<file path="src/rtl/halfadder_pulse_sequencer.sv">
// Bit-serial sequencer for a pulse-driven half-adder cell.
// Drives a/b/clk pulses per bit and gathers s/cout pulses into words.
module halfadder_pulse_sequencer #(
  parameter int WIDTH     = 8,
  parameter int SETUP_CYC = 3,
  parameter int CAPT_CYC  = 4
) (
  input  logic             clk,
  input  logic             rst,
  input  logic             in_valid,
  output logic             in_ready,
  input  logic [WIDTH-1:0] in_a,
  input  logic [WIDTH-1:0] in_b,
  output logic             ha_a,
  output logic             ha_b,
  output logic             ha_clk,
  input  logic             ha_s,
  input  logic             ha_cout,
  output logic             out_valid,
  input  logic             out_ready,
  output logic [WIDTH-1:0] out_s,
  output logic [WIDTH-1:0] out_c,
  output logic             busy,
  output logic             stray
);
  localparam int IW   = (WIDTH > 1) ? $clog2(WIDTH) : 1;
  localparam int CMAX = (SETUP_CYC > CAPT_CYC) ? SETUP_CYC : CAPT_CYC;
  localparam int CW   = (CMAX > 1) ? $clog2(CMAX) : 1;

  typedef enum logic [2:0] {
    IDLE, DRIVE, SETUP, CLOCK, CAPTURE, DONE
  } state_t;

  state_t            state, state_n;
  logic [IW-1:0]     idx, idx_n;
  logic [CW-1:0]     cnt;
  logic [WIDTH-1:0]  a_lat, b_lat;
  logic              accept, last_bit;
  logic              setup_end, capt_end;
  logic              drv_a, drv_b;

  assign in_ready  = state == IDLE;
  assign busy      = state != IDLE;
  assign accept    = in_valid && in_ready;
  assign last_bit  = idx == IW'(WIDTH - 1);
  assign setup_end = cnt == CW'(SETUP_CYC - 1);
  assign capt_end  = cnt == CW'(CAPT_CYC - 1);

  always_comb begin
    state_n = state;
    idx_n   = idx;
    unique case (state)
      IDLE: begin
        if (accept) begin
          state_n = DRIVE;
          idx_n   = '0;
        end
      end
      DRIVE: state_n = SETUP;
      SETUP: begin
        if (setup_end) state_n = CLOCK;
      end
      CLOCK: state_n = CAPTURE;
      CAPTURE: begin
        if (capt_end) begin
          if (last_bit) begin
            state_n = DONE;
          end else begin
            state_n = DRIVE;
            idx_n   = idx + 1'b1;
          end
        end
      end
      DONE: begin
        if (out_valid && out_ready) state_n = IDLE;
      end
      default: state_n = IDLE;
    endcase
  end

  // pulses are registered, so they are computed from the next state
  always_comb begin
    drv_a = 1'b0;
    drv_b = 1'b0;
    if (state_n == DRIVE) begin
      drv_a = accept ? in_a[idx_n] : a_lat[idx_n];
      drv_b = accept ? in_b[idx_n] : b_lat[idx_n];
    end
  end

  always_ff @(posedge clk or posedge rst) begin
    if (rst) begin
      state     <= IDLE;
      idx       <= '0;
      cnt       <= '0;
      a_lat     <= '0;
      b_lat     <= '0;
      ha_a      <= 1'b0;
      ha_b      <= 1'b0;
      ha_clk    <= 1'b0;
      out_valid <= 1'b0;
      out_s     <= '0;
      out_c     <= '0;
      stray     <= 1'b0;
    end else begin
      state  <= state_n;
      idx    <= idx_n;
      ha_a   <= drv_a;
      ha_b   <= drv_b;
      ha_clk <= state_n == CLOCK;
      if (state_n != state) begin
        cnt <= '0;
      end else if (state == SETUP || state == CAPTURE) begin
        cnt <= cnt + 1'b1;
      end
      if (accept) begin
        a_lat <= in_a;
        b_lat <= in_b;
        out_s <= '0;
        out_c <= '0;
        stray <= 1'b0;
      end else begin
        if (state == CAPTURE) begin
          out_s[idx] <= out_s[idx] | ha_s;
          out_c[idx] <= out_c[idx] | ha_cout;
        end
        if (state != CAPTURE && (ha_s || ha_cout)) stray <= 1'b1;
      end
      // valid rises one cycle into DONE and drops after the handshake
      if (state == DONE) out_valid <= !(out_valid && out_ready);
    end
  end
endmodule
</file>
<file path="config.mk">
export PLATFORM = sky130hd
export DESIGN_NAME = halfadder_pulse_sequencer
export DESIGN_NICKNAME = d
export VERILOG_FILES = /design/src/rtl/halfadder_pulse_sequencer.sv
export SDC_FILE = /design/constraint.sdc
export NUM_CORES = 1
export LEC_CHECK = 0
export CAP_MARGIN = 20
export CORE_AREA = 4 4 65 82
export DETAILED_ROUTE_END_ITERATION = 10
export DIE_AREA = 0 0 69 86
export PLACE_DENSITY = 0.79
export SLEW_MARGIN = 5
export SYNTH_ARGS = -nofsm -noshare
export SYNTH_HDL_FRONTEND = slang
export SYNTH_SLANG_ARGS = --single-unit
</file>
<file path="constraint.sdc">
create_clock -name clk -period 2.25 [get_ports clk]
set_input_delay 0.225 -clock clk [delete_from_list [all_inputs] [get_ports clk]]
set_output_delay 0.225 -clock clk [all_outputs]
set_load 0.005 [all_outputs]
</file>
Word level (Yosys, flattened, before mapping):

Index checks and enable logic that the tools add are counted.

* register bits: 45
* word-level logic and storage cells: 81
* output and inout port bits: 23
* bits of input ports: 22

* eq/ne operators: 12
* add/sub/neg operators: 2
* bitwise operators: 2
* reductions and logical operators: 12
* mux-type cells: 38
* $lt $le $gt $ge: 3

Operator list (number)
* two-way mux 8 bit: 4
* two-way mux 3 bit: 8
* binary-select mux 1 bit (select 3 bit): 6
* one-hot mux 3 bit (6 select lines): 1
* bitwise mux 8 bit: 2
* two-way mux 1 bit: 13
* equality test 3 x 2 -> 1 bit, second input constant: 3
* equality test 3 bit, second input constant: 3
* less-than comparator 3 x 4 -> 1 bit, second input constant: 2
* equality test 3 x 1 -> 1 bit, second input constant: 2
* one-hot mux 3 bit (2 select lines): 1
* nonzero test 2 bit: 3
* equality test 2 bit, second input constant: 2
* logical AND 1 bit: 4
* two-way mux 2 bit: 2
* adder 3 x 1 -> 3 bit, second input constant: 1
* demux 1 bit (select 3 bit): 1
* greater-or-equal comparator 3 x 1 -> 1 bit, second input constant: 1
* logical NOT 3 bit: 1
* != test 3 bit: 1
* != test 3 bit, second input constant: 1
* nonzero test 3 bit: 1
* adder 2 x 1 -> 2 bit, second input constant: 1
* logical OR 1 bit: 2
* other kinds (2): 3

Depth between registers and ports, before layout:

Gate-level depths: netlist of the first run.

* depth after elaboration: 8
* gate-level depth with buffers: 9
* depth with buffers taken out: 7

Least setup slack after synthesis of the first run:

Ideal clock, no wire load.

* path kind: register to register
* start: register idx[0]
* end: register ha_a
* setup slack: 186 ps
* arrival: 1922 ps
* cell stages (with the launch flop): 10
* setup time: 142 ps
* data required time: 2108 ps
* buffers on the path: 2
* clock period less this slack: 2064 ps
* cell sequence: dfrtp_1 ha_1 and2_1 clkbuf_1 or3_1 buf_2 nand3_1 a21oi_1 o31ai_1 o221ai_1

* cells in the longest elaborated chain, start to end: 8
* elaborated cells between the ends (all ways): 16
* classes of those cells: add/sub (1); eq/ne (2); mux (13)

RTL lines
* start: declaration: line 35 `logic [IW-1:0] idx, idx_n;`
* start signal: assignment: line 107 `idx <= idx_n;`
* adder 3 x 1 -> 3 bit or equality test 3 bit (tied branches): line 70, 45
* two-way mux 3 bit: line 66 `if (last_bit) begin`
* two-way mux 3 bit: line 65 `if (capt_end) begin`
* one-hot mux 3 bit (2 select lines): line 52 `unique case (state)`
* binary-select mux 1 bit (select 3 bit): line 86 `drv_a = accept ? in_a[idx_n] : a_lat[idx_n];`
* two-way mux 1 bit (not written as such): line 86
* two-way mux 1 bit: line 86
* two-way mux 1 bit *: line 85 `if (state_n == DRIVE) begin`
* named net drv_a: line 40 `logic drv_a, drv_b;`
* end signal: assignment: line 108 `ha_a <= drv_a;`
* end: declaration: line 14 `output logic ha_a,`

The timed path passes the listed nets; every way through them passes the cells marked *. The select of a mux whose other input is x is not followed.
A chain may end at the register's enable or synchronous reset.

Final worst setup path of the first run:

* start: register state[2]
* end: register ha_a

* cells in the longest elaborated chain, start to end: 8
* elaborated cells between the ends (all ways): 21
* classes of those cells: eq/ne (6); mux (13); reduce/logical (2)

RTL lines
* start: declaration: line 34 `state_t state, state_n;`
* start signal: assignment: line 106 `state <= state_n;`
* logical NOT 3 bit: line 42, 52
* logical AND 1 bit: line 44 `assign accept = in_valid && in_ready;`
* two-way mux 3 bit: line 54 `if (accept) begin`
* one-hot mux 3 bit (2 select lines): line 52
* binary-select mux 1 bit (select 3 bit): line 86
* two-way mux 1 bit (not written as such): line 86
* two-way mux 1 bit: line 86
* two-way mux 1 bit *: line 85
* named net drv_a: line 40

Marked as above.

==> impl_metrics.csv, run 1 <==
group,metric,value,unit
yosys,yosysSeqAreaShare,0.483,
clocking,cts_tree,"yes",
critical_path,startpoint,"state[2]",
power,p_per_area,915,nW/um2
layout,final_nets,311,
critical_path,crit_type,"flip-flop to flip-flop",
global_route,grt_pass1_vias,1844,
critical_path,regToRegSetupSlack,0.06,ns
clocking,insertion_delay,0.30,ns
critical_path,r2r-end,"ha_a",
critical_path,reg2reg_depth,6,
floorplanning,die_h,86,um
yosys,yosys.area_share.simple,0.164,
power,vdd_drop_max,0.531,mV
critical_path,worstPathMaxFanout,7,
drt,drc_errors,0,
placement,place.gp.congestion,0.869,
timing,max_freq,0.457,GHz
critical_path,cp.arrival,2.34,ns
drt,postRouteAntennaNets,0,
timing,setup_viol,0,
placement,dp_hpwl,3820,um
outcome,status,"finished clean",
floorplanning,dieArea,5930,um2
clocking,htreeDepth,2,
timing,slew_viol_final,0,
floorplanning,rows,28,
placement,dp_cells,338,
timing,hold_viol,0,
drt,wl,5290,um
critical_path,required,2.40,ns
global_route,antenna_found_initial,0,
power,p_leak,1.31,nW
clocking,cts_hold_repair.buffers,0,
clocking,cts_made_buffers,5,
yosys,synth_top_family_by_area,"simple AND/OR/NAND/NOR gates",
yosys,synthAdderAreaFrac,0.0161,
global_route,gr-total-overflow,0,
timing,worstMarginPinSlew,0.684,ns
global_route,grt_max_degree,28,
yosys,yosysWarningCount,0,
yosys,synth_area_per_cell,10.1,um2
layout,drive_above_1_share,0.189,
yosys,synth-edff-count,0,
clocking,clock-sinks,45,
yosys,synth_xor_area_frac,0.00751,
drt,vias_per_cell,5.63,
yosys,synth-compound-area-share,0.158,
critical_path,endpoint,"ha_a",
yosys,syn-num-nets,257,
hold_path,hold_class,"primary input to async pin",
timing,rsz0062_at_grt,"false",
yosys,netlist-cell-type-count,43,
timing,min_period,2.19,ns
yosys,synth-seq-cells,45,
floorplanning,core-area,4620,um2
timing,period_share,0.972,
yosys,synth-main-ff-cell,"dfrtp_1",
yosys,synth_area_leader_cell,"dfrtp_1",
yosys,syn_inst,232,
drt,drt_iter0_drc,187,
clocking,clockRootBuffer,"clkbuf_8",
drt,drtPass1Iterations,4,
yosys,ys_top_cells_by_area,"dfrtp_1 48%, mux2_2 7.2%, o21ai_0 4.9%",
power,power,2.81,mW
global_route,grt_use_total,0.187,
timing,fin_tns_setup,0,ns
critical_path,start_kind,"flip-flop",
floorplanning,start_util,0.505,
yosys,synth_top_area_share,0.483,
drt,dr_total_vias,1947,
timing,skew,0.00942,ns
critical_path,endpoint_kind,"flip-flop",
yosys,synthMuxAreaShare,0.135,
floorplanning,io_pins,45,
critical_path,r2r-start,"state[2]",
clocking,clk_pin_slew,0.09,ns
clocking,clockBufferDepth,2,
placement,port_buffers,44,
layout,diodes,0,
job,drv_cap,0,
drt,wl_per_cell,15.3,um
yosys,synthArstFlopShare,1.00,
floorplanning,die_w,69,um
yosys,syn-cell-area,2330,um2
timing,relSlewSlack,0.541,
global_route,grt_first_pass_wirelength,8850,um
layout,syn_to_final_growth,31.4,%
layout,fin_cells,346,
-- worst max-delay path, stage by stage, from the launching register on --
cell	delay, ns
dfrtp_1	0.46
or4b_4	0.62
o211a_2	0.17
o21ai_0	0.18
a21oi_1	0.10
o31ai_2	0.31
o221ai_1	0.19
-- cells by family after synthesis --
group / count (synthesis)
mux: 27
fa+ha+maj: 3
buf+inv: 21
compound gates: 58
simple gates: 76
xor+xnor: 2
flops: 45
-- worst min path at each step --
stage,cells after the start,slack [ns],end,start
CTS,2,0.26,a_lat[7],rst
global route,2,0.28,out_c[1],rst
detailed placement,1,0.50,a_lat[2],a_lat[2]
finish,2,0.25,out_s[1],rst
global placement,2,0.47,b_lat[0],b_lat[0]
floorplan,1,0.38,a_lat[1],in_a[1]
-- registers in the layout (all words and copies together) (netlist names), 2 cells and up --
name,flops
a_lat,8
b_lat,8
out_c,8
out_s,8
idx,3
state,3
cnt,2
-- cells in the mapped netlist, types with 2 or more instances --
cell type  count
dfrtp_1       45
nand2_1       23
o21ai_0       23
nand3_1       20
mux2_2        15
a21oi_1       11
nor2_1        11
mux2i_1       10
clkbuf_1       7
inv_1          7
buf_2          6
or3_1          5
a22oi_1        3
and3_1         3
ha_1           3
nor2b_1        3
nor3_1         3
o221ai_1       3
a211oi_1       2
a21bo_2        2
mux4_2         2
nor3b_1        2
o22ai_1        2
o31ai_1        2
-- final cells by class --
cell class	count	area, um2
Fill cell	405	1560
Timing Repair Buffer	61	581
Multi-Input combinational cell	166	1170
Clock inverter	1	7.51
Inverter	7	26.3
Tap cell	60	75.1
Clock buffer	6	82.6
Sequential cell	45	1130
-- through the flow --
stage | area (um2) | hold slack, ns | util | setup WS (ns)
floorplan | 2330 | 0.376 | - | 0.186
global placement | 2920 | 0.475 | 0.632 | -0.0615
detailed placement | 2920 | 0.495 | 0.632 | -0.175
CTS | 3040 | 0.260 | 0.656 | 0.00813
global route | 3070 | 0.284 | 0.663 | 0.00646
finish | 3070 | 0.248 | 0.663 | 0.0637
-- placed cells by master, fill, tap and decap left out, types with 2 or more instances in the layout --
cell type and instances:
nor3_1 3, o21ai_0 23, a22oi_1 3, nand3_1 20, buf_4 16, o22ai_1 2
mux2_2 15, ha_1 2, o221ai_1 3, clkdlybuf4s50_1 44, inv_1 6, nor3b_1 2
mux2i_1 10, nor2b_1 3, nor2_1 11, or3_1 4, dfrtp_1 45, clkbuf_8 6
nand2_1 23, a211oi_1 2, and3_1 3, mux4_2 2, a21oi_1 11, o31ai_2 2
a21bo_2 2
-- report_power, final --
part / total (mW) / switching [mW] / leakage, nW / internal [mW]
clock network: 0.515 / 0.272 / 0.0433 / 0.243
logic: 1.09 / 0.493 / 0.689 / 0.592
registers: 1.21 / 0.163 / 0.582 / 1.04
-- layer usage --
metal	global-route usage	wire length [um]	up-vias
met5	0	0	-
met4	0.0888	97	0
met3	0.0410	278	7
met2	0.322	2780	58
met1	0.222	2130	935
li1	-	-	947
-- what timing repair did --
action	CTS	global route
setup buffers	0	1
pin swaps	0	0
endpoints found under the hold margin	0	0
resized for setup	3	4
setup endpoints to repair	1	2
Note: power is estimated with default switching activity, not from simulation.
==> run 2: changes to the inputs <==
Settings changed: CTS_CLUSTER_DIAMETER set to 200, SKIP_CTS_REPAIR_TIMING set to 1.
==> run 2 against run 1 <==
Effect of this change:
- non-clock buffer count is the same
- highest routed layer unchanged
- critical endpoint unchanged
- first-iteration DRC count shrank 29%
- utilization shrank 0.32 points
- combinational power is essentially flat
- critical path depth is the same
- sequential share of layout area grew 0.18 points
- setup slack gained 0.012 ns
- clock skew is essentially flat
- final cell count is the same
- clock power is essentially flat
- sequential power is essentially flat
- sequential cell count is the same
==> impl_metrics.csv, run 2 (synthesis gave the netlist of run 1 again) <==
group,metric,value,unit
power,p_leak,1.32,nW
global_route,antenna_found_initial,0,
drt,wl_per_cell,15.1,um
critical_path,r2r-end,"ha_a",
layout,layout_commonest_cell,"dfrtp_1",
placement,dp_hpwl,3820,um
layout,register_area,1130,um2
outcome,status,"finished clean",
clocking,cts_tree,"yes",
global_route,grt_use_total,0.186,
timing,worst_slack,0.0753,ns
power,switching_share,0.329,
layout,fin_area,3050,um2
placement,place_area,2920,um2
timing,skew,0.00955,ns
timing,slew_viol_final,0,
clocking,clk_pin_slew,0.09,ns
timing,max_freq,0.460,GHz
drt,drc_errors,0,
clocking,htreeDepth,2,
power,p_per_area,916,nW/um2
power,clkPwrFrac,0.184,
critical_path,required,2.40,ns
floorplanning,rows,28,
hold_path,hold_class,"primary input to async pin",
critical_path,reg2reg_depth,6,
floorplanning,dieArea,5930,um2
timing,worst_hold_slack,0.250,ns
layout,diodes,0,
layout,fin_cells,346,
layout,syn_to_final_growth,30.8,%
floorplanning,die_w,69,um
timing,setup_viol,0,
floorplanning,io_pins,45,
layout,multiInputGateArea,1150,um2
placement,dp_cells,338,
floorplanning,start_util,0.505,
critical_path,cp.arrival,2.32,ns
global_route,grt_pass1_vias,1853,
clocking,clock-sinks,45,
drt,drt_iter0_drc,133,
clocking,clockRootBuffer,"clkbuf_8",
power,p_int,1.88,mW
placement,place.gp.congestion,0.869,
floorplanning,core-area,4620,um2
power,p_switching,920,uW
timing,worstMarginPinSlew,0.686,ns
critical_path,crit_type,"flip-flop to flip-flop",
power,power,2.80,mW
clocking,clockBufferDepth,2,
power,power_frac_seq,0.429,
floorplanning,die_h,86,um
critical_path,endpoint_kind,"flip-flop",
drt,drtPass1Iterations,4,
drt,vias_per_cell,5.68,
timing,fin_tns_setup,0,ns
drt,postRouteAntennaNets,0,
timing,relSlewSlack,0.540,
timing,period_share,0.967,
global_route,grt_first_pass_wirelength,8790,um
clocking,cts_made_buffers,5,
layout,fin_util,0.660,
critical_path,r2r-start,"state[2]",
layout,fillerInstances,408,
timing,min_period,2.17,ns
global_route,grt_max_degree,28,
timing,hold_viol,0,
job,drv_cap,0,
drt,dr_total_vias,1964,
placement,port_buffers,44,
layout,final_nets,311,
critical_path,worstPathMaxFanout,7,
drt,wl,5240,um
layout,final_cell_mix,"45 x dfrtp_1, 44 x clkdlybuf4s50_1, 23 x nand2_1, 23 x o21ai_0, 20 x nand3_1",
critical_path,regToRegSetupSlack,0.08,ns
global_route,gr-total-overflow,0,
layout,drive_above_1_share,0.185,
clocking,insertion_delay,0.30,ns
power,vdd_drop_max,0.532,mV
power,combinationalPowerShare,0.387,
placement,pre_cts_slack,-0.175,ns
critical_path,start_kind,"flip-flop",
run 2: worst max path at each step:
stage | start | end | slack [ns] | cells past startpoint
floorplan | idx[0] | ha_a | 0.19 | 9
global placement | in_valid | ha_b | -0.06 | 7
detailed placement | in_valid | ha_a | -0.17 | 7
CTS | cnt[0] | ha_a | -0.08 | 8
global route | cnt[1] | ha_a | -0.004 | 8
finish | state[2] | ha_a | 0.08 | 6
run 2: layout make-up:
type | count | area share
Tap cell | 60 | 0.0246
Multi-Input combinational cell | 166 | 0.378
Clock inverter | 1 | 0.00246
Clock buffer | 6 | 0.0271
Inverter | 7 | 0.00861
Sequential cell | 45 | 0.369
Timing Repair Buffer | 61 | 0.190
run 2: per-layer routing:
layer,track usage,up-vias,share of wire
met5,0,-,0
met4,0.0959,0,0.027
met3,0.0434,13,0.058
met2,0.314,63,0.51
met1,0.220,941,0.40
li1,-,947,-
run 2: power by group through the flow:
stage          Clock, mW  Sequential [mW]  Combinational (mW)
2_1_floorplan          0             1.16               0.690
3_3_place_gp           0             1.21                1.03
4_1_cts            0.523             1.19                1.05
3_5_place_dp           0             1.21                1.05
5_1_grt            0.560             1.23                1.20
6_report           0.514             1.20                1.08
run 2: worst max-delay path: stages (launching register included):
cell	delay (ns)
dfrtp_1	0.46
or4b_4	0.62
and2_4	0.19
a32oi_2	0.19
a21oi_1	0.06
o31ai_1	0.30
o221ai_1	0.20
